## src/rtl/pipeline_ctrl_if.sv

```systemverilog
// Control bundle between the pipeline datapath (master) and pipeline_ctrl (slave).
// Perf counter signals exist only when PIPE_CTRL_PERF_EN is defined.
interface pipeline_ctrl_if;
   logic [4:0]  id_rs1;
   logic [4:0]  id_rs2;
   logic        id_rs1_use;
   logic        id_rs2_use;
   logic [4:0]  ex_rd;
   logic        ex_mem_read;
   logic        ex_redirect;
   logic        mem_req;
   logic        mem_ack;
   logic        stop_pc;
   logic        stop_if_id;
   logic        stop_id_ex;
   logic        stop_ex_mem;
   logic        flush_if_id;
   logic        flush_id_ex;
   logic        flush_ex_mem;
   logic        flush_mem_wb;
   logic        mem_timeout;
   logic [1:0]  ctrl_state;
`ifdef PIPE_CTRL_PERF_EN
   logic [31:0] perf_stall_cnt;
   logic [31:0] perf_flush_cnt;

   modport master (
      output id_rs1, id_rs2, id_rs1_use, id_rs2_use, ex_rd, ex_mem_read,
             ex_redirect, mem_req, mem_ack,
      input  stop_pc, stop_if_id, stop_id_ex, stop_ex_mem, flush_if_id,
             flush_id_ex, flush_ex_mem, flush_mem_wb, mem_timeout, ctrl_state,
             perf_stall_cnt, perf_flush_cnt
   );
   modport slave (
      input  id_rs1, id_rs2, id_rs1_use, id_rs2_use, ex_rd, ex_mem_read,
             ex_redirect, mem_req, mem_ack,
      output stop_pc, stop_if_id, stop_id_ex, stop_ex_mem, flush_if_id,
             flush_id_ex, flush_ex_mem, flush_mem_wb, mem_timeout, ctrl_state,
             perf_stall_cnt, perf_flush_cnt
   );
`else
   modport master (
      output id_rs1, id_rs2, id_rs1_use, id_rs2_use, ex_rd, ex_mem_read,
             ex_redirect, mem_req, mem_ack,
      input  stop_pc, stop_if_id, stop_id_ex, stop_ex_mem, flush_if_id,
             flush_id_ex, flush_ex_mem, flush_mem_wb, mem_timeout, ctrl_state
   );
   modport slave (
      input  id_rs1, id_rs2, id_rs1_use, id_rs2_use, ex_rd, ex_mem_read,
             ex_redirect, mem_req, mem_ack,
      output stop_pc, stop_if_id, stop_id_ex, stop_ex_mem, flush_if_id,
             flush_id_ex, flush_ex_mem, flush_mem_wb, mem_timeout, ctrl_state
   );
`endif
endinterface

```

## src/rtl/pipeline_ctrl.sv

```systemverilog
// 5-stage pipeline hazard/sequencing controller: boot fill, memory wait with timeout, redirect, load-use.
// Stop/flush outputs are combinational from state and inputs; PIPE_CTRL_PERF_EN adds stall/flush counters.
module pipeline_ctrl #(
   parameter int BOOT_CYCLES  = 4,
   parameter int WAIT_TIMEOUT = 16
) (
   input  logic              clk,
   input  logic              rst_n,
   pipeline_ctrl_if.slave    ctrl
);
   localparam int BW = $clog2(BOOT_CYCLES) + 1;
   localparam int WW = $clog2(WAIT_TIMEOUT) + 1;
   localparam logic [BW-1:0] BOOT_LAST = BW'(BOOT_CYCLES - 1);
   localparam logic [WW-1:0] WAIT_LAST = WW'(WAIT_TIMEOUT - 1);

   typedef enum logic [1:0] {
      BOOT     = 2'd0,
      RUN      = 2'd1,
      MEM_WAIT = 2'd2,
      ILLEGAL  = 2'd3
   } state_t;

   state_t        state;
   logic [BW-1:0] boot_cnt;
   logic [WW-1:0] wait_cnt;

   logic in_boot, mem_stall, abort, load_use, redirect_flush;
   logic stop_pc, stop_if_id, stop_id_ex, stop_ex_mem;
   logic flush_if_id, flush_id_ex, flush_ex_mem, flush_mem_wb, mem_timeout;

   assign in_boot   = (state == BOOT);
   assign mem_stall = ctrl.mem_req & ~ctrl.mem_ack;
   // Only reachable in MEM_WAIT: the RUN-side stall cycle always counts as wait 1.
   assign abort     = (state == MEM_WAIT) & mem_stall & (wait_cnt == WAIT_LAST);
   assign load_use  = ctrl.ex_mem_read & (ctrl.ex_rd != 5'd0) &
                      ((ctrl.id_rs1_use & (ctrl.id_rs1 == ctrl.ex_rd)) |
                       (ctrl.id_rs2_use & (ctrl.id_rs2 == ctrl.ex_rd)));
   assign redirect_flush = ~in_boot & ~mem_stall & ctrl.ex_redirect;

   always_comb begin
      stop_pc      = 1'b0;
      stop_if_id   = 1'b0;
      stop_id_ex   = 1'b0;
      stop_ex_mem  = 1'b0;
      flush_if_id  = 1'b0;
      flush_id_ex  = 1'b0;
      flush_ex_mem = 1'b0;
      flush_mem_wb = 1'b0;
      mem_timeout  = 1'b0;
      if (in_boot) begin
         stop_pc      = 1'b1;
         flush_if_id  = 1'b1;
         flush_id_ex  = 1'b1;
         flush_ex_mem = 1'b1;
         flush_mem_wb = 1'b1;
      end else if (abort) begin
         flush_ex_mem = 1'b1;
         flush_mem_wb = 1'b1;
         mem_timeout  = 1'b1;
      end else if (mem_stall) begin
         stop_pc      = 1'b1;
         stop_if_id   = 1'b1;
         stop_id_ex   = 1'b1;
         stop_ex_mem  = 1'b1;
         flush_mem_wb = 1'b1;
      end else if (ctrl.ex_redirect) begin
         flush_if_id  = 1'b1;
         flush_id_ex  = 1'b1;
      end else if (load_use) begin
         stop_pc      = 1'b1;
         stop_if_id   = 1'b1;
         flush_id_ex  = 1'b1;
      end
   end

   assign ctrl.stop_pc      = stop_pc;
   assign ctrl.stop_if_id   = stop_if_id;
   assign ctrl.stop_id_ex   = stop_id_ex;
   assign ctrl.stop_ex_mem  = stop_ex_mem;
   assign ctrl.flush_if_id  = flush_if_id;
   assign ctrl.flush_id_ex  = flush_id_ex;
   assign ctrl.flush_ex_mem = flush_ex_mem;
   assign ctrl.flush_mem_wb = flush_mem_wb;
   assign ctrl.mem_timeout  = mem_timeout;
   assign ctrl.ctrl_state   = state;

   always_ff @(posedge clk or negedge rst_n) begin
      if (!rst_n) begin
         state    <= BOOT;
         boot_cnt <= BOOT_LAST;
         wait_cnt <= '0;
      end else begin
         case (state)
            BOOT: begin
               if (boot_cnt == '0) state <= RUN;
               else                boot_cnt <= boot_cnt - 1'b1;
            end
            RUN: begin
               if (mem_stall) begin
                  state    <= MEM_WAIT;
                  wait_cnt <= WW'(1);
               end
            end
            MEM_WAIT: begin
               // Ack, dropped request or timeout all end the wait.
               if (!mem_stall || abort) begin
                  state    <= RUN;
                  wait_cnt <= '0;
               end else begin
                  wait_cnt <= wait_cnt + 1'b1;
               end
            end
            default: begin
               state    <= RUN;
               wait_cnt <= '0;
            end
         endcase
      end
   end

`ifdef PIPE_CTRL_PERF_EN
   logic [31:0] perf_stall_cnt;
   logic [31:0] perf_flush_cnt;

   always_ff @(posedge clk or negedge rst_n) begin
      if (!rst_n) begin
         perf_stall_cnt <= '0;
         perf_flush_cnt <= '0;
      end else if (in_boot) begin
         perf_stall_cnt <= '0;
         perf_flush_cnt <= '0;
      end else begin
         if (stop_pc)        perf_stall_cnt <= perf_stall_cnt + 32'd1;
         if (redirect_flush) perf_flush_cnt <= perf_flush_cnt + 32'd1;
      end
   end

   assign ctrl.perf_stall_cnt = perf_stall_cnt;
   assign ctrl.perf_flush_cnt = perf_flush_cnt;
`else
   logic unused_perf;
   assign unused_perf = redirect_flush;
`endif
endmodule

```

## src/flat_wrapper.sv

```systemverilog
// flat-port wrapper written by rule: the top's interface ports become plain ports
module pipeline_ctrl_flat 
#(
   parameter int BOOT_CYCLES  = 4,
   parameter int WAIT_TIMEOUT = 16
)
  (clk, rst_n, ctrl_id_rs1, ctrl_id_rs2, ctrl_id_rs1_use, ctrl_id_rs2_use, ctrl_ex_rd, ctrl_ex_mem_read, ctrl_ex_redirect, ctrl_mem_req, ctrl_mem_ack, ctrl_stop_pc, ctrl_stop_if_id, ctrl_stop_id_ex, ctrl_stop_ex_mem, ctrl_flush_if_id, ctrl_flush_id_ex, ctrl_flush_ex_mem, ctrl_flush_mem_wb, ctrl_mem_timeout, ctrl_ctrl_state);
  pipeline_ctrl_if ctrl_i ();
  input  logic clk;
  input  logic rst_n;
  input wire logic [$bits(ctrl_i.id_rs1)-1:0] ctrl_id_rs1;
  input wire logic [$bits(ctrl_i.id_rs2)-1:0] ctrl_id_rs2;
  input wire logic [$bits(ctrl_i.id_rs1_use)-1:0] ctrl_id_rs1_use;
  input wire logic [$bits(ctrl_i.id_rs2_use)-1:0] ctrl_id_rs2_use;
  input wire logic [$bits(ctrl_i.ex_rd)-1:0] ctrl_ex_rd;
  input wire logic [$bits(ctrl_i.ex_mem_read)-1:0] ctrl_ex_mem_read;
  input wire logic [$bits(ctrl_i.ex_redirect)-1:0] ctrl_ex_redirect;
  input wire logic [$bits(ctrl_i.mem_req)-1:0] ctrl_mem_req;
  input wire logic [$bits(ctrl_i.mem_ack)-1:0] ctrl_mem_ack;
  output wire logic [$bits(ctrl_i.stop_pc)-1:0] ctrl_stop_pc;
  output wire logic [$bits(ctrl_i.stop_if_id)-1:0] ctrl_stop_if_id;
  output wire logic [$bits(ctrl_i.stop_id_ex)-1:0] ctrl_stop_id_ex;
  output wire logic [$bits(ctrl_i.stop_ex_mem)-1:0] ctrl_stop_ex_mem;
  output wire logic [$bits(ctrl_i.flush_if_id)-1:0] ctrl_flush_if_id;
  output wire logic [$bits(ctrl_i.flush_id_ex)-1:0] ctrl_flush_id_ex;
  output wire logic [$bits(ctrl_i.flush_ex_mem)-1:0] ctrl_flush_ex_mem;
  output wire logic [$bits(ctrl_i.flush_mem_wb)-1:0] ctrl_flush_mem_wb;
  output wire logic [$bits(ctrl_i.mem_timeout)-1:0] ctrl_mem_timeout;
  output wire logic [$bits(ctrl_i.ctrl_state)-1:0] ctrl_ctrl_state;
  assign ctrl_i.id_rs1 = ctrl_id_rs1;
  assign ctrl_i.id_rs2 = ctrl_id_rs2;
  assign ctrl_i.id_rs1_use = ctrl_id_rs1_use;
  assign ctrl_i.id_rs2_use = ctrl_id_rs2_use;
  assign ctrl_i.ex_rd = ctrl_ex_rd;
  assign ctrl_i.ex_mem_read = ctrl_ex_mem_read;
  assign ctrl_i.ex_redirect = ctrl_ex_redirect;
  assign ctrl_i.mem_req = ctrl_mem_req;
  assign ctrl_i.mem_ack = ctrl_mem_ack;
  assign ctrl_stop_pc = ctrl_i.stop_pc;
  assign ctrl_stop_if_id = ctrl_i.stop_if_id;
  assign ctrl_stop_id_ex = ctrl_i.stop_id_ex;
  assign ctrl_stop_ex_mem = ctrl_i.stop_ex_mem;
  assign ctrl_flush_if_id = ctrl_i.flush_if_id;
  assign ctrl_flush_id_ex = ctrl_i.flush_id_ex;
  assign ctrl_flush_ex_mem = ctrl_i.flush_ex_mem;
  assign ctrl_flush_mem_wb = ctrl_i.flush_mem_wb;
  assign ctrl_mem_timeout = ctrl_i.mem_timeout;
  assign ctrl_ctrl_state = ctrl_i.ctrl_state;
  pipeline_ctrl #(.BOOT_CYCLES(BOOT_CYCLES), .WAIT_TIMEOUT(WAIT_TIMEOUT)) u_core (.clk(clk), .rst_n(rst_n), .ctrl(ctrl_i));
endmodule
```

## config.mk

```make
export PLATFORM = sky130hd
export DESIGN_NAME = pipeline_ctrl_flat
export DESIGN_NICKNAME = d
export VERILOG_FILES = /design/src/rtl/pipeline_ctrl_if.sv /design/src/rtl/pipeline_ctrl.sv /design/src/flat_wrapper.sv
export SDC_FILE = /design/constraint.sdc
export NUM_CORES = 1
export LEC_CHECK = 0
export BUFFER_PORTS_ARGS = -buffer_cell sky130_fd_sc_hd__buf_2
export CAP_MARGIN = 15
export CORE_MARGIN = 3
export CORE_UTILIZATION = 35
export DETAILED_ROUTE_END_ITERATION = 16
export GPL_TIMING_DRIVEN = 0
export PLACE_DENSITY = 0.69
export SLEW_MARGIN = 10
export SYNTH_ARGS = -nofsm -noshare
export SYNTH_HDL_FRONTEND = slang
export SYNTH_SLANG_ARGS = --single-unit
```

## constraint.sdc

```tcl
create_clock -name clk -period 1.7 [get_ports clk]
set_clock_uncertainty 0.2 [all_clocks]
set_input_delay 0.085 -clock clk [delete_from_list [all_inputs] [get_ports clk]]
set_output_delay 0.085 -clock clk [all_outputs]
set_load 0.01 [all_outputs]
```

[Word level (Yosys, flattened, before mapping)]
Cells that the tools add are included.
Operators by class
  add/sub/neg operators: 2
  equal/unequal tests: 8
  multiplexer cells: 29
  bitwise operators: 11
  reduce and logical (&&, ||, !) cells: 8
Operators by type and width (count)
  2-to-1 mux 1 bit: 22
  case mux 5 bit (3 select lines): 1
  == test 5 bit: 2
  2-to-1 mux 5 bit: 2
  bitwise AND 1 bit: 7
  2-to-1 mux 2 bit: 3
  case mux 2 bit (3 select lines): 1
  adder 5 x 1 -> 5 bit (second input constant): 1
  == test 5 x 4 -> 1 bit (second input constant): 1
  nonzero test 5 bit: 1
  != test 2 bit (second input constant): 2
  AND reduction 2 bit: 2
  logical NOT 3 bit: 1
  inverter 1 bit: 3
  AND reduction 3 bit: 1
  subtractor 3 x 1 -> 3 bit (second input constant): 1
  == test 2 x 1 -> 1 bit (second input constant): 1
  == test 2 bit (second input constant): 1
  logical NOT 2 bit: 1
  != test 2 x 1 -> 1 bit (second input constant): 1
  logical NOT 1 bit: 1
  logical OR 1 bit: 1
  OR 1 bit: 1
Word-level totals
  flip-flop bits (word level): 10
  input port bits: 23
  output and inout bits: 11

[Logic depth before layout (Yosys ltp)]
  word-level depth: 9
  depth in mapped cells: 8
  gate-level depth less buffers: 7

[Worst setup path before layout]
OpenSTA, ideal clock, no wires.
  path kind: reg2out
  from: register u_core.wait_cnt[0]
  to: output port ctrl_stop_if_id
  data arrival time: 1.676 ns
  data required time: 1.415 ns
  setup slack: -0.261 ns
  cell stages (with the launch flop): 7
  cell sequence: dfrtp_1 > ha_1 > and3_1 > ha_1 > nand3_1 > nand2b_1 > o41ai_1
Between the ends
  cells in the longest elaborated chain, start to end: 4
RTL lines
  from (decl): line pipeline_ctrl.sv:25  | logic [WW-1:0] wait_cnt;
  from (signal assigned): line pipeline_ctrl.sv:110  | wait_cnt <= wait_cnt + 1'b1;
  == test 5 x 4 -> 1 bit: line pipeline_ctrl.sv:34  | assign abort = (state == MEM_WAIT) & mem_stall & (wait_cnt == WAIT_LAST);
  bitwise AND 1 bit: line pipeline_ctrl.sv:34
  2-to-1 mux 1 bit: line pipeline_ctrl.sv:56  | end else if (abort) begin
  2-to-1 mux 1 bit: line pipeline_ctrl.sv:50  | if (in_boot) begin
  to (decl): line flat_wrapper.sv:21  | output wire logic [$bits(ctrl_i.stop_if_id)-1:0] ctrl_stop_if_id;
No other way between the ends.

[Worst setup path after layout]
  from: register u_core.wait_cnt[1]
  to: output port ctrl_stop_if_id
The elaborated chain is that of the path after synthesis.

==> impl_metrics.xml <==
<?xml version="1.0" encoding="UTF-8"?>
<metrics>
  <group name="drt">
    <metric name="drt_iter0_drc" unit="">9</metric>
    <metric name="avgViaCountPerCell" unit="">4.96</metric>
    <metric name="num_vias" unit="">799</metric>
    <metric name="drc" unit="">0</metric>
    <metric name="drtAntennaViolNets" unit="">0</metric>
    <metric name="routed_wl" unit="um">1970</metric>
    <metric name="detail_route.first_pass.iterations" unit="">4</metric>
    <metric name="post_drt_wl_per_cell" unit="um">12.2</metric>
  </group>
  <group name="power_and_ir_drop">
    <metric name="power.share.clock" unit="%">15.2</metric>
    <metric name="power.sequential.fraction" unit="%">27.4</metric>
    <metric name="p_leak" unit="nW">0.592</metric>
    <metric name="intPower" unit="mW">0.670</metric>
    <metric name="p_switching" unit="mW">0.455</metric>
    <metric name="power.ir.vdd_worst" unit="V">0.000846</metric>
    <metric name="total_power" unit="mW">1.12</metric>
    <metric name="sw_frac_of_total" unit="%">40.4</metric>
    <metric name="powerDensity" unit="nW/um^2">936</metric>
    <metric name="p_comb_share" unit="%">57.4</metric>
  </group>
  <group name="die">
    <metric name="row_count" unit="">16</metric>
    <metric name="chipHeight" unit="um">53.9</metric>
    <metric name="dieArea" unit="um^2">2910</metric>
    <metric name="boundaryPins" unit="">34</metric>
    <metric name="fp.dieW" unit="um">53.9</metric>
    <metric name="core-area" unit="um^2">2060</metric>
    <metric name="floorplan.initialDensity" unit="%">39.0</metric>
  </group>
  <group name="synth">
    <metric name="mappedNetlistNets" unit="">120</metric>
    <metric name="yosysUniqueCellTypes" unit="">33</metric>
    <metric name="cell_area_after_synthesis" unit="um^2">803</metric>
    <metric name="yosysSeqAreaShare" unit="%">31.5</metric>
    <metric name="synth.ff_latch_count" unit="">10</metric>
    <metric name="synth_cells" unit="">90</metric>
    <metric name="synthesis.area_per_instance" unit="um^2">8.93</metric>
    <metric name="ys.warnings.count" unit="">0</metric>
  </group>
  <group name="sta">
    <metric name="slew_margin_rel" unit="%">62.4</metric>
    <metric name="final_hold_viol_count" unit="">4</metric>
    <metric name="max_freq" unit="GHz">0.467</metric>
    <metric name="fin_hold_ws" unit="ps">-1.34</metric>
    <metric name="setup_slack" unit="ps">-443</metric>
    <metric name="grt_setup_unrepaired" unit="">true</metric>
    <metric name="layout_min_cycle_time" unit="ps">2140</metric>
    <metric name="final.period_utilization" unit="%">126</metric>
    <metric name="finalSetupViolations" unit="">14</metric>
    <metric name="worst_pin_slew" unit="ps">562</metric>
    <metric name="timing.final.max_slew_violations" unit="">0</metric>
  </group>
  <group name="global_routing">
    <metric name="via_count_of_the_first_global_routing_pass" unit="">763</metric>
    <metric name="antenna_found_initial" unit="">0</metric>
    <metric name="grt_max_degree" unit="">11</metric>
    <metric name="globalRouteTotalUtil" unit="%">13.7</metric>
    <metric name="global_route_wire_length_before_repair" unit="um">3020</metric>
    <metric name="grt_overflow_total" unit="">0</metric>
  </group>
  <group name="cells_and_area">
    <metric name="n_antenna_cell" unit="">0</metric>
    <metric name="finalNonFillerCells" unit="">161</metric>
    <metric name="final_nets" unit="">165</metric>
    <metric name="fill_cells" unit="">183</metric>
    <metric name="drive_gt1_share" unit="%">49.3</metric>
    <metric name="area_delta_synth_final" unit="%">49.5</metric>
    <metric name="final_cell_area" unit="um^2">1200</metric>
  </group>
  <group name="critical_path">
    <metric name="worst_setup_path_start_kind" unit="">register</metric>
    <metric name="crit_required" unit="ps">1410</metric>
    <metric name="timing.reg2reg.setup_slack" unit="ps">-330</metric>
    <metric name="timing.critical_path.to_type" unit="">output port</metric>
    <metric name="cp.arrival" unit="ps">1860</metric>
    <metric name="worst_r2r_startpoint" unit="">u_core.wait_cnt[1]</metric>
    <metric name="origin_of_the_worst_setup_path" unit="">u_core.wait_cnt[1]</metric>
    <metric name="critical_path_peak_fanout" unit="">3</metric>
    <metric name="cp_class" unit="">register to output port</metric>
  </group>
  <group name="placed_design">
    <metric name="dp_worst_setup_slack" unit="ps">-231</metric>
    <metric name="dp_hpwl" unit="um">1560</metric>
    <metric name="portBuffers" unit="">33</metric>
    <metric name="place_inst" unit="">150</metric>
    <metric name="finalWeightedCongestion" unit="">0.754</metric>
    <metric name="placement.cell_area" unit="um^2">1040</metric>
  </group>
  <group name="cts">
    <metric name="cell_at_the_root_of_the_clock_tree" unit="">sky130_fd_sc_hd__clkbuf_4</metric>
    <metric name="worstSkewPairLatency" unit="ps">260</metric>
    <metric name="clock_path_buffers" unit="">2</metric>
    <metric name="worst_setup_hold_path_clk_slew" unit="ps">70</metric>
    <metric name="h-tree-depth" unit="">1</metric>
    <metric name="tritoncts" unit="">built</metric>
    <metric name="clock_sink_count" unit="">10</metric>
    <metric name="cts-buffers-inserted" unit="">3</metric>
  </group>
  <group name="status">
    <metric name="violations_in_the_final_reports" unit="">negative hold slack, negative setup slack</metric>
    <metric name="outcome" unit="">finished, violations left</metric>
  </group>
  <group name="job">
    <metric name="reported_max_cap_violation_count" unit="">0</metric>
  </group>
  <group name="hold_path">
    <metric name="holdCritPathClass" unit="">input pin to asynchronous set/reset pin</metric>
  </group>
</metrics>
layout by cell type, fill, tap and decap left out, types with 2 or more instances in the layout:
cell	count
sky130_fd_sc_hd__a21oi_1	2
sky130_fd_sc_hd__ha_2	2
sky130_fd_sc_hd__inv_1	8
sky130_fd_sc_hd__dfstp_2	2
sky130_fd_sc_hd__buf_4	7
sky130_fd_sc_hd__buf_2	31
sky130_fd_sc_hd__nand2_1	5
sky130_fd_sc_hd__nand3_2	2
sky130_fd_sc_hd__xnor2_1	4
sky130_fd_sc_hd__clkbuf_4	3
sky130_fd_sc_hd__dfrtp_1	8
sky130_fd_sc_hd__o22ai_1	2
sky130_fd_sc_hd__xor2_1	8
sky130_fd_sc_hd__buf_6	3
sky130_fd_sc_hd__nor2_1	3
sky130_fd_sc_hd__ha_1	4
sky130_fd_sc_hd__nand2b_1	4
sky130_fd_sc_hd__a21oi_2	2
sky130_fd_sc_hd__a21o_1	2
sky130_fd_sc_hd__o41ai_2	2
sky130_fd_sc_hd__o21ai_0	2
sky130_fd_sc_hd__nand2b_4	2
registers in the layout (all words and copies together), names as in the netlist:
signal                  count
u_core.ctrl.ctrl_state      2
u_core.boot_cnt             3
u_core.wait_cnt             5
what timing repair did:
item / in CTS / in global routing
hold endpoints to repair: 10 / 0
buffers inserted: 5 / 2
pin swaps: 1 / 6
endpoints found under the setup margin: 17 / 14
hold buffers: 1 / 0
resized for setup: 8 / 6
stage by stage:
stage / TNS (ps) / hold WS [ps] / util, %
after floorplan: -276 / -411 / -
after global placement: -1590 / -245 / 50.7
after detailed placement: -1890 / -241 / 50.7
after CTS: -2600 / 0.861 / 56.0
after global routing: -4900 / 16.0 / 58.3
final: -3520 / -1.34 / 58.3
per-layer routing:
layer	global-route usage (%)	vias to the layer above	part of all wire [%]
met5	0	-	0
met4	1.28	0	0.36
met3	4.43	2	5.5
met2	24.0	19	52
met1	16.8	377	42
li1	-	401	-
Yosys cell counts:
cell type,n,area (um^2)
sky130_fd_sc_hd__and2_0,1,6.26
sky130_fd_sc_hd__a22o_1,1,8.76
sky130_fd_sc_hd__nand4_1,1,6.26
sky130_fd_sc_hd__a21o_1,2,15.0
sky130_fd_sc_hd__nand2_1,6,22.5
sky130_fd_sc_hd__or4_1,1,7.51
sky130_fd_sc_hd__nand3_1,2,10.0
sky130_fd_sc_hd__buf_4,1,7.51
sky130_fd_sc_hd__o2bb2ai_1,2,17.5
sky130_fd_sc_hd__nor4_1,1,6.26
sky130_fd_sc_hd__or3_1,1,6.26
sky130_fd_sc_hd__dfstp_2,2,52.6
sky130_fd_sc_hd__nor2_1,4,15.0
sky130_fd_sc_hd__o41ai_1,2,17.5
sky130_fd_sc_hd__and3_1,2,12.5
sky130_fd_sc_hd__o31ai_1,1,7.51
sky130_fd_sc_hd__nand2b_4,1,13.8
sky130_fd_sc_hd__clkbuf_1,1,3.75
sky130_fd_sc_hd__a2bb2oi_1,1,8.76
sky130_fd_sc_hd__a22oi_1,1,7.51
sky130_fd_sc_hd__nand2b_1,5,31.3
sky130_fd_sc_hd__and2_1,1,6.26
sky130_fd_sc_hd__a32oi_1,1,8.76
sky130_fd_sc_hd__nor4_2,1,12.5
sky130_fd_sc_hd__o22ai_1,2,12.5
sky130_fd_sc_hd__o21ai_0,4,20.0
sky130_fd_sc_hd__inv_1,9,33.8
sky130_fd_sc_hd__xor2_1,8,70.1
sky130_fd_sc_hd__ha_1,7,87.6
sky130_fd_sc_hd__a21oi_1,4,20.0
sky130_fd_sc_hd__dfrtp_1,8,200
sky130_fd_sc_hd__xnor2_1,4,35.0
sky130_fd_sc_hd__nor2b_1,2,12.5
area by class of cell:
class                   count  area [um^2]  share of cell area, %
plain buffers               1         11.3                  0.938
inverters                   9         36.3                   3.02
well taps                  27         33.8                   2.81
multi-input cells          69          601                   50.0
flip-flops and latches     10          253                   21.0
repair buffers             41          240                   20.0
clock buffers               4         26.3                   2.19
critical path: stages (launching register included):
cell and delay, ps:
sky130_fd_sc_hd__dfrtp_1 390, sky130_fd_sc_hd__ha_2 190, sky130_fd_sc_hd__and3_4 150, sky130_fd_sc_hd__ha_4 170, sky130_fd_sc_hd__nand2_4 70, sky130_fd_sc_hd__nor2_4 40, sky130_fd_sc_hd__or3_4 350, sky130_fd_sc_hd__o41ai_2 60
sky130_fd_sc_hd__buf_2 180
power groups by stage:
| stage | registers, mW | clock network [mW] | logic, mW |
|---|---|---|---|
| detailed placement | 0.318 | 0 | 0.555 |
| floorplan | 0.320 | 0 | 0.372 |
| finish | 0.308 | 0.171 | 0.645 |
| global placement | 0.315 | 0 | 0.541 |
| global route | 0.312 | 0.194 | 0.722 |
| CTS | 0.309 | 0.176 | 0.607 |
cells by family (layout without fill, tap and decap cells):
family,count (synthesis),after routing,synth area share (%)
simple gates,29,29,21.0
compound gates,21,21,17.9
xor+xnor,12,12,13.1
buf+inv,11,55,5.61
flops,10,10,31.5
fa+ha+maj,7,7,10.9
path summary, 6_finish.rpt:
path	endpoint	cells after the start
min in group clk	u_core.wait_cnt[0]	5
max in group asynchronous	u_core.boot_cnt[0]	2
worst min-delay path	u_core.wait_cnt[2]	2
worst max register to register	u_core.ctrl.ctrl_state[1]	8
worst min register to register	u_core.boot_cnt[2]	1
worst max-delay path	ctrl_stop_if_id	8
No activity file was read; power rests on OpenSTA's default activity.
